### config.mk
export PLATFORM = sky130hd
export DESIGN_NAME = serial_adder
export DESIGN_NICKNAME = d
export VERILOG_FILES = /design/src/rtl/serial_adder_pkg.sv /design/src/rtl/serial_adder_full_add.sv /design/src/rtl/serial_adder.sv
export SDC_FILE = /design/constraint.sdc
export NUM_CORES = 1
export LEC_CHECK = 0
export ABC_AREA = 1
export CAP_MARGIN = 20
export CORE_MARGIN = 4
export CORE_UTILIZATION = 49
export CTS_CLUSTER_SIZE = 40
export DETAILED_ROUTE_END_ITERATION = 10
export PLACE_DENSITY = 0.78
export RECOVER_POWER = 50
export SYNTH_ARGS = -nofsm -noshare
export SYNTH_HDL_FRONTEND = slang
export SYNTH_SLANG_ARGS = --single-unit
### constraint.sdc
create_clock -name clk -period 2.8 [get_ports clk]
set_clock_uncertainty 0.15 [all_clocks]
set_input_delay 0.42 -clock clk [delete_from_list [all_inputs] [get_ports clk]]
set_output_delay 0.42 -clock clk [all_outputs]
set_load 0.01 [all_outputs]
### src/rtl/serial_adder_pkg.sv
// Shared definitions for the bit-serial adder: FSM encodings and default width.
package serial_adder_pkg;

  localparam logic [1:0] S_IDLE = 2'd0;
  localparam logic [1:0] S_RUN  = 2'd1;
  localparam logic [1:0] S_DONE = 2'd2;

  localparam int DEF_WIDTH = 8;

endpackage

### src/rtl/serial_adder_full_add.sv
// One-bit combinational full adder; outputs first to match full_subtract.
module full_add
  import serial_adder_pkg::*;
(
  output logic sum,
  output logic carryOut,
  input  logic a,
  input  logic b,
  input  logic carryIn
);

  assign sum      = a ^ b ^ carryIn;
  assign carryOut = (a & b) | (a & carryIn) | (b & carryIn);

endmodule

### src/rtl/serial_adder.sv
// Bit-serial ripple adder: one full adder plus a carry flop, LSB first.
// {carryOut,sum} = a + b + carryIn after WIDTH RUN cycles, then a done pulse.
module serial_adder
  import serial_adder_pkg::*;
#(
  parameter int WIDTH = DEF_WIDTH
) (
  input  logic             clk,
  input  logic             reset,
  input  logic             start,
  input  logic [WIDTH-1:0] a,
  input  logic [WIDTH-1:0] b,
  input  logic             carryIn,
  output logic             busy,
  output logic             done,
  output logic [WIDTH-1:0] sum,
  output logic             carryOut
);

  localparam int CW = $clog2(WIDTH) + 1;

  logic [1:0]       r_state;
  logic [WIDTH-1:0] r_a;
  logic [WIDTH-1:0] r_b;
  logic             r_carry;
  logic [CW-1:0]    r_cnt;
  logic             w_s;
  logic             w_c;
  logic             w_last;
  logic [WIDTH-1:0] w_psum_nxt;

  full_add u_fa (
    .sum      (w_s),
    .carryOut (w_c),
    .a        (r_a[0]),
    .b        (r_b[0]),
    .carryIn  (r_carry)
  );

  assign w_last = (r_cnt == CW'(WIDTH - 1));

  // Partial sum fills from the MSB; WIDTH-1 bits of history are enough because
  // the final bit goes straight into the result register.
  if (WIDTH > 1) begin : g_psum
    logic [WIDTH-2:0] r_psum;
    assign w_psum_nxt = {w_s, r_psum};

    // Shift each new sum bit in at the top while running.
    always_ff @(posedge clk or posedge reset) begin
      if (reset)                r_psum <= '0;
      else if (r_state == S_RUN) r_psum <= w_psum_nxt[WIDTH-1:1];
    end
  end else begin : g_psum1
    assign w_psum_nxt = w_s;
  end

  // FSM, operand shifters, carry, counter and result registers.
  always_ff @(posedge clk or posedge reset) begin
    if (reset) begin
      r_state  <= S_IDLE;
      r_a      <= '0;
      r_b      <= '0;
      r_carry  <= 1'b0;
      r_cnt    <= '0;
      sum      <= '0;
      carryOut <= 1'b0;
    end else begin
      case (r_state)
        S_IDLE: begin
          if (start) begin
            r_a     <= a;
            r_b     <= b;
            r_carry <= carryIn;
            r_cnt   <= '0;
            r_state <= S_RUN;
          end
        end
        S_RUN: begin
          r_a     <= r_a >> 1;
          r_b     <= r_b >> 1;
          r_carry <= w_c;
          r_cnt   <= r_cnt + 1'b1;
          if (w_last) begin
            sum      <= w_psum_nxt;
            carryOut <= w_c;
            r_state  <= S_DONE;
          end
        end
        S_DONE:  r_state <= S_IDLE;
        default: r_state <= S_IDLE;
      endcase
    end
  end

  // Status decoded straight from the state flop; no input-to-output path.
  assign busy = (r_state == S_RUN);
  assign done = (r_state == S_DONE);

endmodule
==> results.sh <==
export IMPL_drive_gt1_share_pct=6.278
export IMPL_slew_violations=0
export IMPL_antenna_left=0
export IMPL_regToRegSetupSlack_ns=0.65
export IMPL_synthesis_area_per_instance_um2=8.876
export IMPL_dr_pass1_iters=4
export IMPL_synth_top_area_share_pct=57.27
export IMPL_synth_seq_area_share_pct=57.27
export IMPL_port_buffer_count=30
export IMPL_finalInstanceArea_um2=2052
export IMPL_critical_path_slowest_cell="sky130_fd_sc_hd__clkbuf_1"
export IMPL_setup_ws_ns=0.6454
export IMPL_synth_yosys_warnings=0
export IMPL_launch_point_of_the_worst_reg_to_reg_path="r_state[0]"
export IMPL_rr_endpoint="r_b[0]"
export IMPL_setup_tns_final_ns=0
export IMPL_crit_path_start="r_state[0]"
export IMPL_hpwlAfterDp_mm=2.095
export IMPL_worstHoldPathCells=2
export IMPL_min_delay_start="sum[4]"
export IMPL_cp_start_kind="flip-flop"
export IMPL_post_synth_and_or_nand_nor_area_fraction_pct=33.26
export IMPL_cts_buffers=5
export IMPL_htreeDepth=2
export IMPL_clkSlewWorstSetupHoldPaths_ns=0.12
export IMPL_syn_nets=214
export IMPL_clkSinkCount=39
export IMPL_n_antenna_cell=0
export IMPL_max_cap_violations=0
export IMPL_critical_path_cell_chain="nand2_1 > clkbuf_1 > nand3_1 > nand3_1"
export IMPL_finalHoldViolations=0
export IMPL_post_synthesis_mux_area_share_pct=0
export IMPL_power_leakage_nw=1.007
export IMPL_preCtsSetupSlack_ns=0.7892
export IMPL_clock_tree_from_tritoncts="done"
export IMPL_grt_pass1_wl_mm=5.623
export IMPL_cts_resized=0
export IMPL_clk_latency_ns=0.34
export IMPL_clock_root_buffer="sky130_fd_sc_hd__clkbuf_4"
export IMPL_grt_antenna_before_repair=0
export IMPL_die_x_um=66.98
export IMPL_avgRoutedWirePerCell_um=11.94
export IMPL_cts_post_setup_buffers_inserted=0
export IMPL_worst_slew_pin_slew_ns=1.306
export IMPL_critical_path_most_common_cell="sky130_fd_sc_hd__nand3_1"
export IMPL_final_core_utilization_pct=61.49
export IMPL_viasPerCell=5.082
export IMPL_synth_enable_flop_cells=0
export IMPL_setup_worst_path_end_class="flip-flop"
export IMPL_grt_start_max_net_pins=40
export IMPL_synth_largest_area_cell="sky130_fd_sc_hd__dfrtp_1"
export IMPL_via_count_of_the_first_global_routing_pass=1294
export IMPL_synth_compound_gate_area_share_pct=1.615
export IMPL_setup_violations_final=0
export IMPL_placedInstanceArea_um2=2011
export IMPL_timing_hold_worst_endpoint="sum[4]"
export IMPL_route_detailed_drc=0
export IMPL_synth_top_flop_cell="sky130_fd_sc_hd__dfrtp_1"
export IMPL_synthToLayoutAreaGrowth_pct=20.41
export IMPL_dieArea_um2=4486
export IMPL_period_needed_ns=2.155
export IMPL_synth_area_top_cells="sky130_fd_sc_hd__dfrtp_1 57%, sky130_fd_sc_hd__nand2_1 17%, sky130_fd_sc_hd__nand3_1 14%"
export IMPL_post_synth_xor_area_fraction_pct=0
export IMPL_synth_lib_cells_used_distinct=19
export IMPL_ctsHoldBuffers=0
export IMPL_worst_path_max_fanout=30
export IMPL_maxClockFrequency_ghz=0.4641
export IMPL_vias=1367
export IMPL_synth_seq_cells=39
export IMPL_groute_usage_overall_pct=16.78
export IMPL_status="completed"
export IMPL_die_y_um=66.98
export IMPL_dominant_combinational_cell_family_by_area_after_synthesis="simple AND/OR/NAND/NOR gates"
export IMPL_slew_limit_headroom_pct=12.94
export IMPL_min_path_type="reg -> reg"
export IMPL_final_min_period_over_clock_period_pct=76.95
export IMPL_grt_overflow_total=0
export IMPL_vdd_ir_drop_max_mv=0.3818
export IMPL_timing_critical_path_required_ns=2.94
export IMPL_synth_async_reset_ratio_pct=100.0
export IMPL_site_row_count=21
export IMPL_synth_adder_area_share_pct=1.909
export IMPL_cp_max_stage_delay_ns=0.98
export IMPL_io_pins=31
export IMPL_floorplan_initialDensity_pct=51.07
export IMPL_final_net_count=244
export IMPL_synth_commonest_cells="75 x sky130_fd_sc_hd__nand2_1, 47 x sky130_fd_sc_hd__nand3_1, 39 x sky130_fd_sc_hd__dfrtp_1"
export IMPL_core_area_um2=3337
export IMPL_gp_congestion=0.7297
export IMPL_critPathKind="reg -> reg"
export IMPL_power_density_cell_area_nw_per_um2=986.5
export IMPL_drt_iter0_drc=119
export IMPL_grt_setup_unrepaired="false"
export IMPL_ff2ff_path_depth=4
export IMPL_drt_wl_total_mm=3.212
export IMPL_synth_area_um2=1704
export IMPL_clock_path_buffers=2
export IMPL_worst_endpoint_arrival_ns=2.29
export IMPL_synthMostInstantiatedCell="sky130_fd_sc_hd__nand2_1"
export IMPL_synthesis_instances=192
[metal layers]
layer	share of wire (%)	track usage (%)	vias up
li1	-	-	682
met1	47	21.14	647
met2	46	26.61	33
met3	4.8	5.734	5
met4	1.4	6.076	0
met5	0	0	-
[flip-flops by register name, summed over array words and instances, names as in the netlist]
register and cells:
r_carry 1, r_b 8, r_cnt 4, r_a 8, carryOut 1, r_state 2
g_psum.r_psum 7, sum 8
[kinds of logic after synthesis]
family                   after synthesis
AO/OA/AOI/OAI                          5
buffers and inverters                 16
flip-flops                            39
AND/OR/NAND/NOR                      130
adder cells (fa/ha/maj)                2
[per-stage QoR]
step | power [W] | std cells | hold slack (ns)
after floorplan | 0.001520 | 192 | 0.2995
after global placement | 0.001745 | 261 | 0.3028
after detailed placement | 0.001775 | 261 | 0.3073
after CTS | 0.002049 | 269 | 0.3337
after global routing | 0.002201 | 269 | 0.3626
final | 0.002024 | 269 | 0.3276
[report_power, final]
part | total (W) | internal (W) | switching [W]
clock | 0.000276 | 0.0000980 | 0.000178
sequential | 0.000958 | 0.000803 | 0.000155
combinational | 0.000791 | 0.000340 | 0.000451
total | 0.00202 | 0.00124 | 0.000783
[critical path: cells and delay by family, from the launching register on]
kind | cells | cell delay, ns
flops | 1 | 0.44
simple gates | 3 | 0.52
buf+inv | 1 | 0.98
[layout by cell type, fill, tap and decap left out, types with 2 or more instances in the layout]
cell type	instances
sky130_fd_sc_hd__clkbuf_1	3
sky130_fd_sc_hd__nor2_1	2
sky130_fd_sc_hd__clkbuf_4	5
sky130_fd_sc_hd__inv_1	4
sky130_fd_sc_hd__clkdlybuf4s50_1	29
sky130_fd_sc_hd__nand2_2	2
sky130_fd_sc_hd__nand3_1	47
sky130_fd_sc_hd__dfrtp_1	39
sky130_fd_sc_hd__nand2_1	76
sky130_fd_sc_hd__o21ai_1	3
[worst max path at each step]
stage	slack, ns	depth (start not counted)	to
after CTS	0.73	3	busy
after global placement	0.82	5	r_a[3]
after detailed placement	0.79	5	r_b[3]
final	0.65	4	r_b[0]
after global routing	0.46	4	r_b[1]
after floorplan	1.34	1	carryOut
[cell type report]
cell class,instances,area (um2)
Fill cell,305,1285
Sequential cell,39,975.9
Multi-Input combinational cell,137,624.3
Timing Repair Buffer,33,316.6
Tap cell,46,57.56
Clock buffer,7,45.04
Inverter,6,27.53
Clock inverter,1,5.005
(Power assumes the default switching activity.)
==> variant 1: new RTL, same settings <==
Set the package constant `DEF_WIDTH` to 16 (it was 8).
--- a/src/rtl/serial_adder_pkg.sv
+++ b/src/rtl/serial_adder_pkg.sv
@@ -5,7 +5,7 @@
   localparam logic [1:0] S_RUN  = 2'd1;
   localparam logic [1:0] S_DONE = 2'd2;
 
-  localparam int DEF_WIDTH = 8;
+  localparam int DEF_WIDTH = 16;
 
 endpackage
 
Ports: changed (resized a, b and sum); port bits go from 31 to 55. The function was not compared with the original's and may differ.
==> variant 1 against the original RTL <==
- the flow now finishes with violations (capacitance limit, slew limit)
- hold slack better by 8.5 ps
- synthesized area grew 77%
- sequential cell count increased by 33
- wire length rose by 77%
- worst setup slack worse by 200 ps
- power up 90%
- first-iteration DRC count up 64%
- sequential share of layout area is 0.17 points higher
- cell area grew 84%
- via count up 73%
- largest cell class unchanged
==> variant 1: results (changes against the original RTL) <==
metric,value,unit,change
status,"finished, violations left",,was completed
failing checks,"capacitance limit, slew limit",,
Placement Cell Area,3580,um^2,was 2010 um^2
initial antenna violation count,0,,unchanged
biggest regs,"r_a x16, r_b x16, sum x16",,"was r_a x8, r_b x8, sum x8"
LEAKAGE,0.00179,uW,was 0.00101 uW
IO buf count,54,,was 30
FILL cells,537,,was 305
1st-pass router iterations,4,,unchanged
worst slew pin tran,1700,ps,was 1310 ps
H-tree lvl count,3,,was 2
grt met1 use,20.7,%,was 21.1%
worst min path class,register to register,,unchanged
cts repair resizes,0,,unchanged
Synth warnings,0,,unchanged
DP Cell Count,450,,was 261
fraction of registers with async set/reset,100,%,unchanged
uppermost layer routed,met4,,unchanged
Iter 0 DRT Violations,195,,was 119
share of cells above drive strength 1,6.14,%,was 6.28%
Top Family by Delay on Critical Path,buffers and inverters,,unchanged
metal3 WL,267,um,was 155 um
number of vias per cell,5.07,,was 5.08
Clock transition at path regs,70,ps,was 120 ps
max-cap violation count,1,,was 0
Antenna Cells,0,,unchanged
highest ir drop seen on vdd,0.000483,V,was 0.000382 V
Overall Global Routing Usage,16.4,%,was 16.8%
largest net degree at the start of global routing,73,,was 40
clock buffer depth,2,,unchanged
DP Wirelength,3630,um,was 2100 um
Clock Root Buffer,clkbuf_8,,was clkbuf_4
TritonCTS Buffers,9,,was 5
Met2 Wirelength,2780,um,was 1490 um
post-synthesis average cell area,8.95,um^2,was 8.88 um^2
Yosys cell types,22,,was 19
syn_nets,376,,was 214
Main synth FF type,dfrtp_1,,unchanged
M3 GR Usage,3.14,%,was 5.73%
Worst-Skew Late Latency,330,ps,
Pint,2540,uW,was 1240 uW
vias in the first global route,2214,,"was 1,294"
Post-route DRC,0,,unchanged
post-CTS setup buffers,0,,unchanged
Critical Path Max Stage Delay,610,ps,was 980 ps
Post-Route M1 WL,2600,um,was 1520 um
most instantiated cells after synthesis,"nand2_1, dfrtp_1, nand3_1, o21ai_1, inv_1",,"was nand2_1, nand3_1, dfrtp_1, buf_2, inv_1"
drt wl/cell,12.2,um,was 11.9 um
CP max-delay cell,clkdlybuf4s50_1,,was clkbuf_1
Placer Congestion,0.781,,was 0.730
Layout Nets,425,,was 244
Critical Path AT,1780,ps,was 2290 ps
"Slew Viols, Final",73,,was 0
sequential area share after synthesis,59.8,%,was 57.3%
met2 Usage GRT,27.2,%,was 26.6%
worst-path fanout max,37,,was 30
final wirelength,5680,um,was 3210 um
Area contributors post-synth,"dfrtp_1, nand2_1, nand3_1",,unchanged
TNS Setup,0,ps,unchanged
first-pass GRT wire length,9740,um,was 5620 um
==> variant 1: changes by cell type after synthesis, moves of 2 or more <==
cell,change
clkbuf_1,+3
buf_1,+2
dfrtp_1,+33
inv_1,+14
nand3_1,+22
buf_2,+6
nand2_1,+35
nor2_1,+2
o21ai_0,+9
o21ai_1,+18
==> variant 1: worst paths after layout <==
check / from / cells after the start / slack (ps) / end
setup / recovery: r_state[1]$_DFFE_PP0P_ / 4 / 450 / busy
hold / removal: g_psum.r_psum[10]$_DFFE_PP0P_ / 2 / 340 / g_psum.r_psum[10]$_DFFE_PP0P_
setup reg to reg: r_state[0]$_DFFE_PP0P_ / 4 / 710 / r_cnt[0]$_DFFE_PP0P_
hold reg to reg: g_psum.r_psum[10]$_DFFE_PP0P_ / 2 / 340 / g_psum.r_psum[10]$_DFFE_PP0P_
max in group asynchronous: reset / 3 / 660 / r_b[5]$_DFFE_PP0P_
min in group asynchronous: reset / 3 / 840 / r_b[4]$_DFFE_PP0P_
==> variant 1: layout make-up <==
cell class                 instances  area share (%)
clock buffer                      14            4.84
clock inverter                     2           0.928
inverter                          21            2.15
multi-input combinational        224            26.9
sequential                        72            47.7
tap                               75            2.49
timing repair buffer              58            15.0
==> variant 1: kinds of logic after synthesis <==
group,count (synthesis),synth area share (%)
simple gates,187,26.5
fa+ha+maj,3,1.49
flops,72,59.8
buf+inv,41,6.51
compound gates,34,5.77
==> variant 1: power by group through the flow <==
stage	Clock [uW]	Sequential (uW)	Combinational [uW]
final	861	1730	1250
after global routing	922	1790	1430
after CTS	878	1730	1290
after detailed placement	0	1740	1290
after global placement	0	1720	1240
after floorplan	0	1740	813
==> variant 1: metrics by stage <==
step	worst slack [ps]	utilization, %
CTS	472	63.7
floorplan	405	-
global placement	849	60.1
detailed placement	841	60.1
finish	445	63.4
global route	236	63.4
==> variant 2: new RTL, same flow settings <==
Made on the original files. Register the inputs `start`, `a`, `b` and `carryIn` before use, with the module's reset. The logic sees them one clock later. Comments in the files are not updated.
--- a/src/rtl/serial_adder.sv
+++ b/src/rtl/serial_adder.sv
@@ -18,6 +18,25 @@
 );
 
   localparam int CW = $clog2(WIDTH) + 1;
+
+  logic start_q;
+  logic [WIDTH-1:0] a_q;
+  logic [WIDTH-1:0] b_q;
+  logic carryIn_q;
+
+  always_ff @(posedge clk or posedge reset) begin
+    if (reset) begin
+      start_q   <= '0;
+      a_q       <= '0;
+      b_q       <= '0;
+      carryIn_q <= '0;
+    end else begin
+      start_q   <= start;
+      a_q       <= a;
+      b_q       <= b;
+      carryIn_q <= carryIn;
+    end
+  end
 
   logic [1:0]       r_state;
   logic [WIDTH-1:0] r_a;
@@ -67,10 +86,10 @@
     end else begin
       case (r_state)
         S_IDLE: begin
-          if (start) begin
-            r_a     <= a;
-            r_b     <= b;
-            r_carry <= carryIn;
+          if (start_q) begin
+            r_a     <= a_q;
+            r_b     <= b_q;
+            r_carry <= carryIn_q;
             r_cnt   <= '0;
             r_state <= S_RUN;
           end
Check against the original RTL: not equivalent (Yosys sat finds a counterexample within 4 cycles, from zero or initial values and one cycle with reset high).
==> variant 2 against the original RTL <==
- worst setup slack worse by 17 ps
- cell area rose by 28%
- synthesized cell count grew 10%
- synthesized area grew 26%
- hold slack lost 39 ps
- wire length up 14%
- critical path depth shrank 1
- global-route usage fell by 0.91 points
- sequential cell count grew 18
- final cell count is 12% higher
- power up 29%
- register-to-register slack better by 570 ps
- largest power group unchanged
==> variant 2: results (changes against the original RTL) <==
metric,value,unit,change
first-pass GRT wire length,6430,um,was 5620 um
vias in the first global route,1538,,"was 1,294"
Placer Congestion,0.702,,was 0.730
TritonCTS Buffers,9,,was 5
initial antenna violation count,0,,unchanged
most instantiated cells after synthesis,"nand2_1, dfrtp_1, nand3_1, buf_2",,"was nand2_1, nand3_1, dfrtp_1, buf_2, inv_1"
FILL cells,344,,was 305
H-tree lvl count,3,,was 2
post-synthesis adder-cell area fraction,1.52,%,was 1.91%
Layout Nets,270,,was 244
largest net degree at the start of global routing,32,,was 40
Area contributors post-synth,"dfrtp_1, nand2_1, nand3_1",,unchanged
hold wc startpoint,b_q[7]$_DFF_PP0_,,was sum[4]$_DFFE_PP0P_
status,completed,,unchanged
post-route insts no fill,301,,was 269
syn_nets,234,,was 214
Critical Path AT,2390,ps,was 2290 ps
FF-to-FF path depth,6,,was 4
RR Endpoint,sum[7]$_DFFE_PP0P_,,was r_b[0]$_DFFE_PP0P_
highest ir drop seen on vdd,0.000484,V,was 0.000382 V
share of cells above drive strength 1,8.76,%,was 6.28%
DP Cell Count,287,,was 261
Iter 0 DRT Violations,86,,was 119
worst hold margin,288,ps,was 328 ps
dpl ws,978,ps,was 789 ps
Clock transition at path regs,50,ps,was 120 ps
DP Wirelength,2390,um,was 2100 um
worst-path fanout max,31,,was 30
"Endpoint, Worst Hold",r_b[7]$_DFFE_PP0P_,,was sum[4]$_DFFE_PP0P_
Main synth FF type,dfrtp_1,,unchanged
Synth Instances,212,,was 192
post-synthesis compound-gate area fraction,1.17,%,was 1.62%
sequential area share after synthesis,66.7,%,was 57.3%
## variant 2: layout make-up
type                            instances  area share (%)
Multi-Input combinational cell        141            24.3
Inverter                                6           0.854
Timing Repair Buffer                   33            12.1
Sequential cell                        57            54.1
Tap cell                               50            2.37
Clock buffer                           14            6.17
## variant 2: kinds of logic (layout without fill, tap and decap cells)
family	count (synthesis)	count (layout)
AND/OR/NAND/NOR	134	134
flip-flops	57	57
buffers and inverters	14	53
AO/OA/AOI/OAI	5	5
adder cells (fa/ha/maj)	2	2
## variant 2: worst max path at each step
| stage | slack (ps) | start | cells after the start | endpoint |
|---|---|---|---|---|
| after global placement | 1000 | r_state[0]$_DFFE_PP0P_ | 3 | busy |
| after global routing | 300 | reset | 3 | r_b[3]$_DFFE_PP0P_ |
| after detailed placement | 980 | r_state[0]$_DFFE_PP0P_ | 3 | busy |
| after CTS | 610 | r_state[0]$_DFFE_PP0P_ | 3 | busy |
| final | 630 | reset | 3 | r_state[1]$_DFFE_PP0P_ |
| after floorplan | 830 | reset | 1 | a_q[0]$_DFF_PP0_ |
## variant 2: layer usage
metal	vias up	routed length, um	GRT usage (%)
li1	749	-	-
met1	722	1650	17.9
met2	34	1720	25.4
met3	7	240	7.43
met4	0	57	7.85
met5	-	0	0
## variant 2: where the power goes
part           leakage (uW)  switching [uW]  internal (uW)
Sequential         0.000713             159           1060
Clock             0.0000826             281            360
Combinational      0.000495             435            320
## variant 2: critical path, stage by stage
cell,delay [ps]
dlygate4sd3_1,530
inv_1,690
clkbuf_2,740
## variant 2: through the flow
step / utilization (%) / power, uW
6_report: 64.1 / 2620
5_1_grt: 64.1 / 2820
4_1_cts: 64.4 / 2660
3_5_place_dp: 60.5 / 2000
3_3_place_gp: 60.5 / 1960
2_1_floorplan: - / 1740
